### src/rtl/enable_burst_sequencer.sv
// enable_burst_sequencer: turns accepted enable pulses into a delayed burst of spaced triggers.
// Define ENABLE_BURST_SEQUENCER_OVERRUN_EN to build the saturating dropped-pulse counter.
module enable_burst_sequencer #(
  parameter int COUNTER_WIDTH = 32,
  parameter int BURST_WIDTH   = 8,
  parameter int OVERRUN_WIDTH = 16
) (
  input  logic                     clock,
  input  logic                     reset,
  input  logic                     enable_in,
  input  logic                     sequencer_enable,
  input  logic [COUNTER_WIDTH-1:0] delay,
  input  logic [COUNTER_WIDTH-1:0] spacing,
  input  logic [BURST_WIDTH-1:0]   burst_length,
  output logic                     trigger_out,
  output logic [BURST_WIDTH-1:0]   trigger_index,
  output logic                     busy,
  output logic                     done,
  output logic [OVERRUN_WIDTH-1:0] overrun_count
);
  typedef enum logic [1:0] {IDLE, DELAY, PULSE, GAP} state_t;
  localparam logic [COUNTER_WIDTH-1:0] C1 = 1;
  localparam logic [BURST_WIDTH-1:0]   B1 = 1;
  state_t                   state;
  logic [COUNTER_WIDTH-1:0] cnt, d_l, s_l;
  logic [BURST_WIDTH-1:0]   idx, n_l;
  // DELAY and GAP share one counter; it starts at 1 so it stops exactly on the latched length
  always_ff @(posedge clock or negedge reset) begin
    if (!reset) begin
      state         <= IDLE;
      cnt           <= '0;
      idx           <= '0;
      d_l           <= '0;
      s_l           <= '0;
      n_l           <= '0;
      trigger_out   <= 1'b0;
      trigger_index <= '0;
      busy          <= 1'b0;
      done          <= 1'b0;
    end else begin
      trigger_out   <= 1'b0;
      trigger_index <= '0;
      done          <= 1'b0;
      if (!sequencer_enable) begin
        state <= IDLE;
        busy  <= 1'b0;
        idx   <= '0;
      end else begin
        case (state)
          IDLE: if (enable_in && burst_length != '0) begin
            d_l         <= delay;
            s_l         <= spacing;
            n_l         <= burst_length;
            idx         <= '0;
            cnt         <= C1;
            busy        <= 1'b1;
            state       <= (delay == '0) ? PULSE : DELAY;
            trigger_out <= (delay == '0);
          end
          DELAY, GAP: if (cnt == ((state == DELAY) ? d_l : s_l)) begin
            state         <= PULSE;
            trigger_out   <= 1'b1;
            trigger_index <= idx;
          end else begin
            cnt <= cnt + C1;
          end
          PULSE: if (idx == n_l - B1) begin
            state <= IDLE;
            busy  <= 1'b0;
            done  <= 1'b1;
            idx   <= '0;
          end else begin
            idx           <= idx + B1;
            cnt           <= C1;
            state         <= (s_l == '0) ? PULSE : GAP;
            trigger_out   <= (s_l == '0);
            trigger_index <= (s_l == '0) ? idx + B1 : '0;
          end
          default: state <= IDLE;
        endcase
      end
    end
  end
`ifdef ENABLE_BURST_SEQUENCER_OVERRUN_EN
  logic en_q;
  logic overrun;
  assign overrun = enable_in && sequencer_enable && state != IDLE;
  always_ff @(posedge clock or negedge reset) begin
    if (!reset) begin
      en_q          <= 1'b0;
      overrun_count <= '0;
    end else begin
      en_q <= sequencer_enable;
      if (sequencer_enable && !en_q)
        overrun_count <= OVERRUN_WIDTH'(overrun);
      else if (overrun && overrun_count != '1)
        overrun_count <= overrun_count + OVERRUN_WIDTH'(1);
    end
  end
`else
  assign overrun_count = '0;
`endif
endmodule
### config.mk
export PLATFORM = sky130hd
export DESIGN_NAME = enable_burst_sequencer
export DESIGN_NICKNAME = d
export VERILOG_FILES = /design/src/rtl/enable_burst_sequencer.sv
export SDC_FILE = /design/constraint.sdc
export NUM_CORES = 1
export LEC_CHECK = 0
export ABC_AREA = 1
export CORE_UTILIZATION = 53
export DETAILED_ROUTE_END_ITERATION = 16
export GPL_TIMING_DRIVEN = 0
export PLACE_DENSITY = 0.88
export SETUP_SLACK_MARGIN = 0.15
export SLEW_MARGIN = 10
export SYNTH_ARGS = -nofsm -noshare
export SYNTH_HDL_FRONTEND = slang
export SYNTH_SLANG_ARGS = --single-unit
### constraint.sdc
create_clock -name clock -period 2.84 [get_ports clock]
set_input_delay 0.71 -clock clock [delete_from_list [all_inputs] [get_ports clock]]
set_output_delay 0.71 -clock clock [all_outputs]
set_load 0.005 [all_outputs]
# Yosys cells after proc, flatten, opt, wreduce, memory -nomap -nowiden
# Index checks and enable logic that the tools add are counted.
# word_totals
n_memories	0
ff_bits	125
ramBits	0
mem_bits_ro	0
latch_bits	0
# classes
eq_ne	12
add_sub_neg	3
n_shift	0
reduce_logical	11
n_lt_le_gt_ge	0
bitwise_logic	0
n_mul	0
div	0
muxes	33
# ops
cell	n
$mux 32	4
$pmux 32 s3	1
$logic_not 32->1	2
$mux 8	7
$add 32x1->32 const B	1
$eq 32x32->1	1
$pmux 8 s2	2
$mux 1	11
$mux 2	5
$ne 3x3->1 const B	3
$add 8x1->8 const B	1
$eq 8x8->1	1
$reduce_bool 8->1	1
$sub 8x1->8 const B	1
$ne 2x2->1 const B	3
$pmux 2 s3	1
$reduce_and 3->1	2
$eq 2x2->1 const B	2
$reduce_and 2->1	2
$reduce_and 4->1	1
$ne 3x1->1 const B	1
$pmux 1 s3	1
$eq 2x1->1 const B	1
$logic_not 2->1	1
3 further kinds	3

# Longest topological paths before layout
# Gate-level depths: netlist of run 1.
# depth
depth_word	6
mapped_depth	16

# Least setup slack after synthesis of run 1
# No wires, ideal clock.
# synth_timing
path_type	register to register
from	register n_l[0]
to	register cnt[14]
period_less_slack_ns	2.026
path_stages_with_launch	14
arrival_ns	1.900
required_time_ns	2.714
path_buffers	1
setup_ns	0.126
setup_slack_ns	0.814
cell_sequence	dfrtp_1 > inv_1 > ha_1 > xor2_1 > nand2_1 > a21oi_1 > nand3_1 > nor2_1 > nand2_1 > o21ai_0 > inv_1 > nand2_2 > buf_2 > o21ai_0
# synth_via
elab_chain_len	4
# synth_rtl
item	line_no	source
from (decl)	26	logic [BURST_WIDTH-1:0] idx, n_l;
from (signal assigned)	53	n_l <= burst_length;
$sub 8x1->8	67	PULSE: if (idx == n_l - B1) begin
$eq 8x8->1	67	
$ne 2x2->1 (no line)	--	
$reduce_and 4->1 (no line)	--	
to (signal assigned)	65	cnt <= cnt + C1;
to (decl)	25	logic [COUNTER_WIDTH-1:0] cnt, d_l, s_l;
# Every way passes these cells.
# A chain may end at the register's enable or synchronous reset.

# Final worst setup path of run 1
# layout_timing
from	input burst_length[5]
to	register d_l[30]
# layout_via
elab_chain_len	3
# layout_rtl
item	line_no	source
from (decl)	14	input logic [BURST_WIDTH-1:0] burst_length,
$reduce_bool 8->1	50	IDLE: if (enable_in && burst_length != '0) begin
$logic_and 1x1->1	50	
$reduce_and 3->1 (no line)	--	
to (signal assigned)	51	d_l <= delay;
to (decl)	25	
# Every way passes these cells.

==> results of run 1 <==
==> worst max-delay path, delay by kind of cell <==
| kind | cells | cell delay, ps |
|---|---|---|
| AO/OA/AOI/OAI | 1 | 160 |
| buffers and inverters | 2 | 900 |
| AND/OR/NAND/NOR | 4 | 1060 |
==> repair_timing <==
| action | in CTS | in global routing |
|---|---|---|
| setup endpoints to repair | 0 | 18 |
| gates resized for setup | 0 | 3 |
| setup buffers | 0 | 0 |
==> final timing paths <==
kind	end	slack, ps	cells after the start
max	d_l[30]$_DFFE_PN0P_	330	7
min	cnt[30]$_DFFE_PN0P_	190	1
max reg2reg	d_l[30]$_DFFE_PN0P_	340	8
min reg2reg	busy$_DFFE_PN0P_	480	2
max in group asynchronous	d_l[5]$_DFFE_PN0P_	1920	2
min in group clock	busy$_DFFE_PN0P_	480	2
==> synth_stat cells <==
master,n
or2_1,1
nand2_4,1
or2_2,16
nor2_4,1
xor2_1,24
buf_4,23
ha_1,3
dfrtp_1,125
o21ai_1,26
nand3_1,88
o211ai_1,1
xnor2_1,3
conb_1,1
buf_6,1
o21ai_0,21
a21oi_1,24
inv_1,80
buf_2,16
mux2_2,46
nand2_2,1
nand3b_1,14
nand4_1,11
nor2_1,80
inv_2,2
o21a_1,5
nor3_1,20
o22ai_1,7
nand2_1,300
nor4_1,20
nand3_2,1
clkbuf_1,11
==> final cells by class <==
class | instances | area [um2]
timing repair buffer | 87 | 890
fill | 1086 | 4230
multi-input combinational | 730 | 3710
inverter | 82 | 308
clock buffer | 17 | 425
clock inverter | 15 | 176
tap | 176 | 220
sequential | 125 | 3130
buffer | 51 | 310
==> routing by layer <==
layer  wire length, um  vias up  global-route usage
met2             10200      387               0.512
met5                 0        -                   0
li1                  -     3378                   -
met1              9060     3353               0.427
met4               752        0               0.148
met3              2060       59              0.0722
==> metrics by stage <==
step / hold WS [ps] / cells
after detailed placement: 473 / 1251
after global routing: 211 / 1283
after CTS: 191 / 1283
final: 185 / 1283
after global placement: 456 / 1250
after floorplan: 414 / 988
==> registers in the layout (all words and copies together) (netlist names) <==
name           cells
trigger_out        1
trigger_index      8
idx                8
cnt               32
d_l               32
done               1
busy               1
n_l                8
state              2
s_l               32
==> power groups by stage <==
stage	Sequential, mW	Clock (mW)	Combinational (mW)
after floorplan	2.63	0	2.09
after global placement	2.79	0	2.73
after detailed placement	2.82	0	2.84
after CTS	2.80	2.24	2.89
after global routing	2.88	2.33	3.24
final	2.83	2.24	2.93
==> cell families (layout without fill, tap and decap cells) <==
family	after synthesis	count (layout)	share of synthesized area
fa+ha+maj	3	3	0.00508
buf+inv	133	252	0.0829
flops	125	125	0.423
mux	46	46	0.0701
other cells	1	16	0.000507
xor+xnor	27	27	0.0320
compound gates	84	84	0.0601
simple gates	554	554	0.326
==> impl_metrics.toml, run 1 <==
[outcome]
outcome = "complete, no violations"

[grt]
grt_pass1_wl_um = 35500
grt_antenna_before_repair = 0
overflow = 0
grtUsageTotal = 0.325
grt_max_degree = 86
first_global_vias = 6859

[sta]
fin_ws_ps = 334
slew_headroom = 0.559
max_freq_mhz = 399
rsz0062_at_grt = "no"
finalSetupViolations = 0
slew_violations = 0
finalSetupTns_ps = 0
finalCritPeriodShare = 0.882
skew_ps = 7.75
timing_hold_violations_final = 0
period_minus_slack_ps = 2510
worst_slew_pin_slew_ps = 655

[placement]
io_buffers = 86
hpwl_um = 16800
preCtsSetupSlack_ps = -8.88
postPlaceCellArea_um2 = 8560
place.gp.congestion = 0.972

[layout]
most-common-layout-cells = "300 x nand2_1, 125 x dfrtp_1, 88 x nand3_1"
design_area_um2 = 9170
area_growth_pct = 24.1
utilization = 0.684
layout_commonest_cell = "nand2_1"
drive_above_1_share = 0.128
nets = 1173
diodes = 0

[worst_setup_path]
crit_type = "in2reg"
worstPathArrival_ps = 2840
startpoint = "burst_length[5]"
crit_chain = "clkdlybuf4s50_1, nor4_1, nand3_1, nand3_2, clkbuf_1, nand2_1, o21ai_0"
path_max_fanout = 10
endpoint_kind = "flip-flop"
cp_slowest_stage_delay_ps = 480
r2r-start = "state[0]$_DFFE_PN0P_"
critPathRequiredTime_ps = 3170
crit_slowest_cell = "clkbuf_1"
worst_setup_path_start_kind = "input port"

[power_and_ir_drop]
clockPowerShare = 0.281
switchingPower_mw = 3.17
power.density_nw_per_um2 = 872
power_frac_seq = 0.353
power_frac_comb = 0.366
sw_frac_of_total = 0.397
design_power_total_mw = 8.00
ir_drop_v = 0.000806
leakage_nw = 4.16
internal-power_mw = 4.83

[floorplanning]
core_region_area_um2 = 13400
io_pins = 103
dieArea_um2 = 14400
die_h_um = 120
num_rows = 42
start_util = 0.552
fp.dieW_um = 120

[clock_tree]
clk_latency_ps = 430
clock-sinks = 125
root_buffer = "clkbuf_16"
cts_hold_buf = 0
h-tree-depth = 4
cts.clk_slew.worst_paths_ps = 60
cts_max_path_buffers = 2
cts_tree = "built"
cts_buffers = 17

[route]
ant_nets = 0
via_per_inst = 5.59
first_pass_iters = 5
routed_wl_um = 22100
wl_per_cell_um = 17.2
vias = 7177
drc = 0
drt-initial-drc-count = 691

[logic_synthesis]
synth.yosys.seq_area_share = 0.423
synth_area_um2 = 7390
ys_top_cells_by_area = "dfrtp_1 42%, nand2_1 15%, mux2_2 7.0%, nand3_1 6.0%, inv_1 4.1%"
syn_inst = 973
yosysTopAreaCell = "dfrtp_1"
yosysUniqueCellTypes = 31
avgSynthCellArea_um2 = 7.60
synth-seq-cells = 125
synth_top_cell_area_share = 0.423
ys_warn_count = 0

[run]
maxCapViolations = 0

[worst_hold_path]
hp-class = "in2async"
Power figures use the tool's default switching activity.
==> inputs of run 2 (changes only) <==
--- a/config.mk
+++ b/config.mk
@@ -6,10 +6,10 @@
 export NUM_CORES = 1
 export LEC_CHECK = 0
 export ABC_AREA = 1
-export CORE_UTILIZATION = 53
+export CORE_UTILIZATION = 50
 export DETAILED_ROUTE_END_ITERATION = 16
 export GPL_TIMING_DRIVEN = 0
-export PLACE_DENSITY = 0.88
+export PLACE_DENSITY = 0.87
 export SETUP_SLACK_MARGIN = 0.15
 export SLEW_MARGIN = 10
 export SYNTH_ARGS = -nofsm -noshare
==> constraint.sdc (replaced) <==
create_clock -name clock -period 2.2 [get_ports clock]
set_input_delay 0.55 -clock clock [delete_from_list [all_inputs] [get_ports clock]]
set_output_delay 0.55 -clock clock [all_outputs]
set_load 0.005 [all_outputs]
==> impl_metrics.toml, run 2 (synthesis gave the netlist of run 1 again) <==
[placement]
hpwl_um = 16400
postPlaceCellArea_um2 = 8570
place.gp.congestion = 0.971
io_buffers = 86
preCtsSetupSlack_ps = -534

[route]
via_per_inst = 5.74
vias = 7557
drt-initial-drc-count = 918
routed_wl_um = 23800
first_pass_iters = 5
drc = 0
ant_nets = 0
wl_per_cell_um = 18.1

[outcome]
violations = "setup timing"
outcome = "finished with violations"

[sta]
worst_slew_pin_slew_ps = 624
slew_violations = 0
skew_ps = 12.8
timing_hold_violations_final = 0
period_minus_slack_ps = 2230
slew_headroom = 0.584
finalCritPeriodShare = 1.02
fin_ws_ps = -34.4
max_freq_mhz = 448
finalSetupTns_ps = -321
rsz0062_at_grt = "yes"
finalSetupViolations = 24

[floorplanning]
dieArea_um2 = 15300
fp.dieW_um = 124
start_util = 0.511
core_region_area_um2 = 14500
num_rows = 44
die_h_um = 124
io_pins = 103

[layout]
design_area_um2 = 9800
nets = 1199
drive_above_1_share = 0.191
reg_top3 = "cnt x32, d_l x32, s_l x32"
layout_commonest_cell = "nand2_1"
fillers = 1109
most-common-layout-cells = "286 x nand2_1, 123 x dfrtp_1, 85 x nand3_1, 85 x clkdlybuf4s50_1, 77 x inv_1"
utilization = 0.677
diodes = 0
area_growth_pct = 32.5

[run]
maxCapViolations = 0

[clock_tree]
cts_hold_buf = 0
root_buffer = "clkbuf_16"
clk_latency_ps = 430
clock-sinks = 125
h-tree-depth = 4
cts_max_path_buffers = 2
cts_tree = "built"
cts_buffers = 17
cts.clk_slew.worst_paths_ps = 60

[worst_setup_path]
timing.reg2reg.setup_slack_ps = -30
endpoint_kind = "flip-flop"
r2r-start = "state[0]$_DFFE_PN0P_"
worst_setup_path_start_kind = "flip-flop"
r2r_cells = 16
path_max_fanout = 7
worstPathArrival_ps = 2570
crit_type = "reg2reg"
reg2reg_to = "cnt[22]$_DFFE_PN0P_"
critPathRequiredTime_ps = 2540

[grt]
first_global_vias = 6907
grt_pass1_wl_um = 36100
overflow = 0
grt_antenna_before_repair = 0
grt_max_degree = 64
grtUsageTotal = 0.318

[power_and_ir_drop]
design_power_total_mw = 11.3
ir_drop_v = 0.000868
power.density_nw_per_um2 = 1150
leakage_nw = 4.39

[worst_hold_path]
hp-class = "in2async"
## run 2: per-stage QoR
stage                     hold slack, ps  instances
after detailed placement             466       1259
final                                103       1317
after global placement               458       1258
after floorplan                      254        988
after CTS                            129       1311
after global routing                 142       1317
## run 2: critical path: stages, from the launching register on
cell and delay [ps]:
dfrtp_1 410, buf_6 160, nand2_8 120, buf_8 130
nand2_4 50, nand2_2 60, nand2_1 60, nand2_1 80
nand2_1 60, nor2_1 150, nand2_1 110, nor2_4 160
nand3_4 150, nand2_4 150, buf_6 130, nand2_1 50
o21ai_1 100
## run 2: how the worst max path moves through the flow
| stage | from | depth (start not counted) | to |
|---|---|---|---|
| after global routing | state[1]$_DFFE_PN0P_ | 16 | cnt[23]$_DFFE_PN0P_ |
| after detailed placement | burst_length[4] | 7 | trigger_out$_DFF_PN0_ |
| after floorplan | n_l[0]$_DFFE_PN0P_ | 13 | cnt[14]$_DFFE_PN0P_ |
| final | state[0]$_DFFE_PN0P_ | 16 | cnt[22]$_DFFE_PN0P_ |
| after CTS | state[0]$_DFFE_PN0P_ | 16 | trigger_index[1]$_DFF_PN0_ |
| after global placement | reset | 1 | n_l[6]$_DFFE_PN0P_ |
## run 2: power by group
group / switching, mW / leakage, nW / internal (mW)
combinational: 2.64 / 2.52 / 1.99
clock: 1.11 / 0.302 / 1.81
sequential: 0.679 / 1.57 / 3.02
total: 4.43 / 4.39 / 6.82
## run 2: per-layer routing
| layer | global-route usage | vias up | share of wire |
|---|---|---|---|
| li1 | - | 3434 | - |
| met1 | 0.428 | 3585 | 0.41 |
| met2 | 0.492 | 453 | 0.47 |
| met3 | 0.0696 | 85 | 0.086 |
| met4 | 0.141 | 0 | 0.040 |
| met5 | 0 | - | 0 |
## run 2: layout make-up
type	instances	area, um2	share of cell area
multi-input cells	732	3950	0.403
flip-flops and latches	125	3130	0.319
repair buffers	111	1120	0.115
plain buffers	51	439	0.0448
clock buffers	18	429	0.0438
inverters	82	313	0.0319
well taps	184	230	0.0235
clock inverters	14	181	0.0185
## run 2: what timing repair did
| action | in CTS | in global routing |
|---|---|---|
| pin swaps | 10 | 13 |
| cloned | 6 | 2 |
| resized for setup | 75 | 36 |
| buffers inserted | 14 | 4 |
| endpoints found under the setup margin | 117 | 121 |
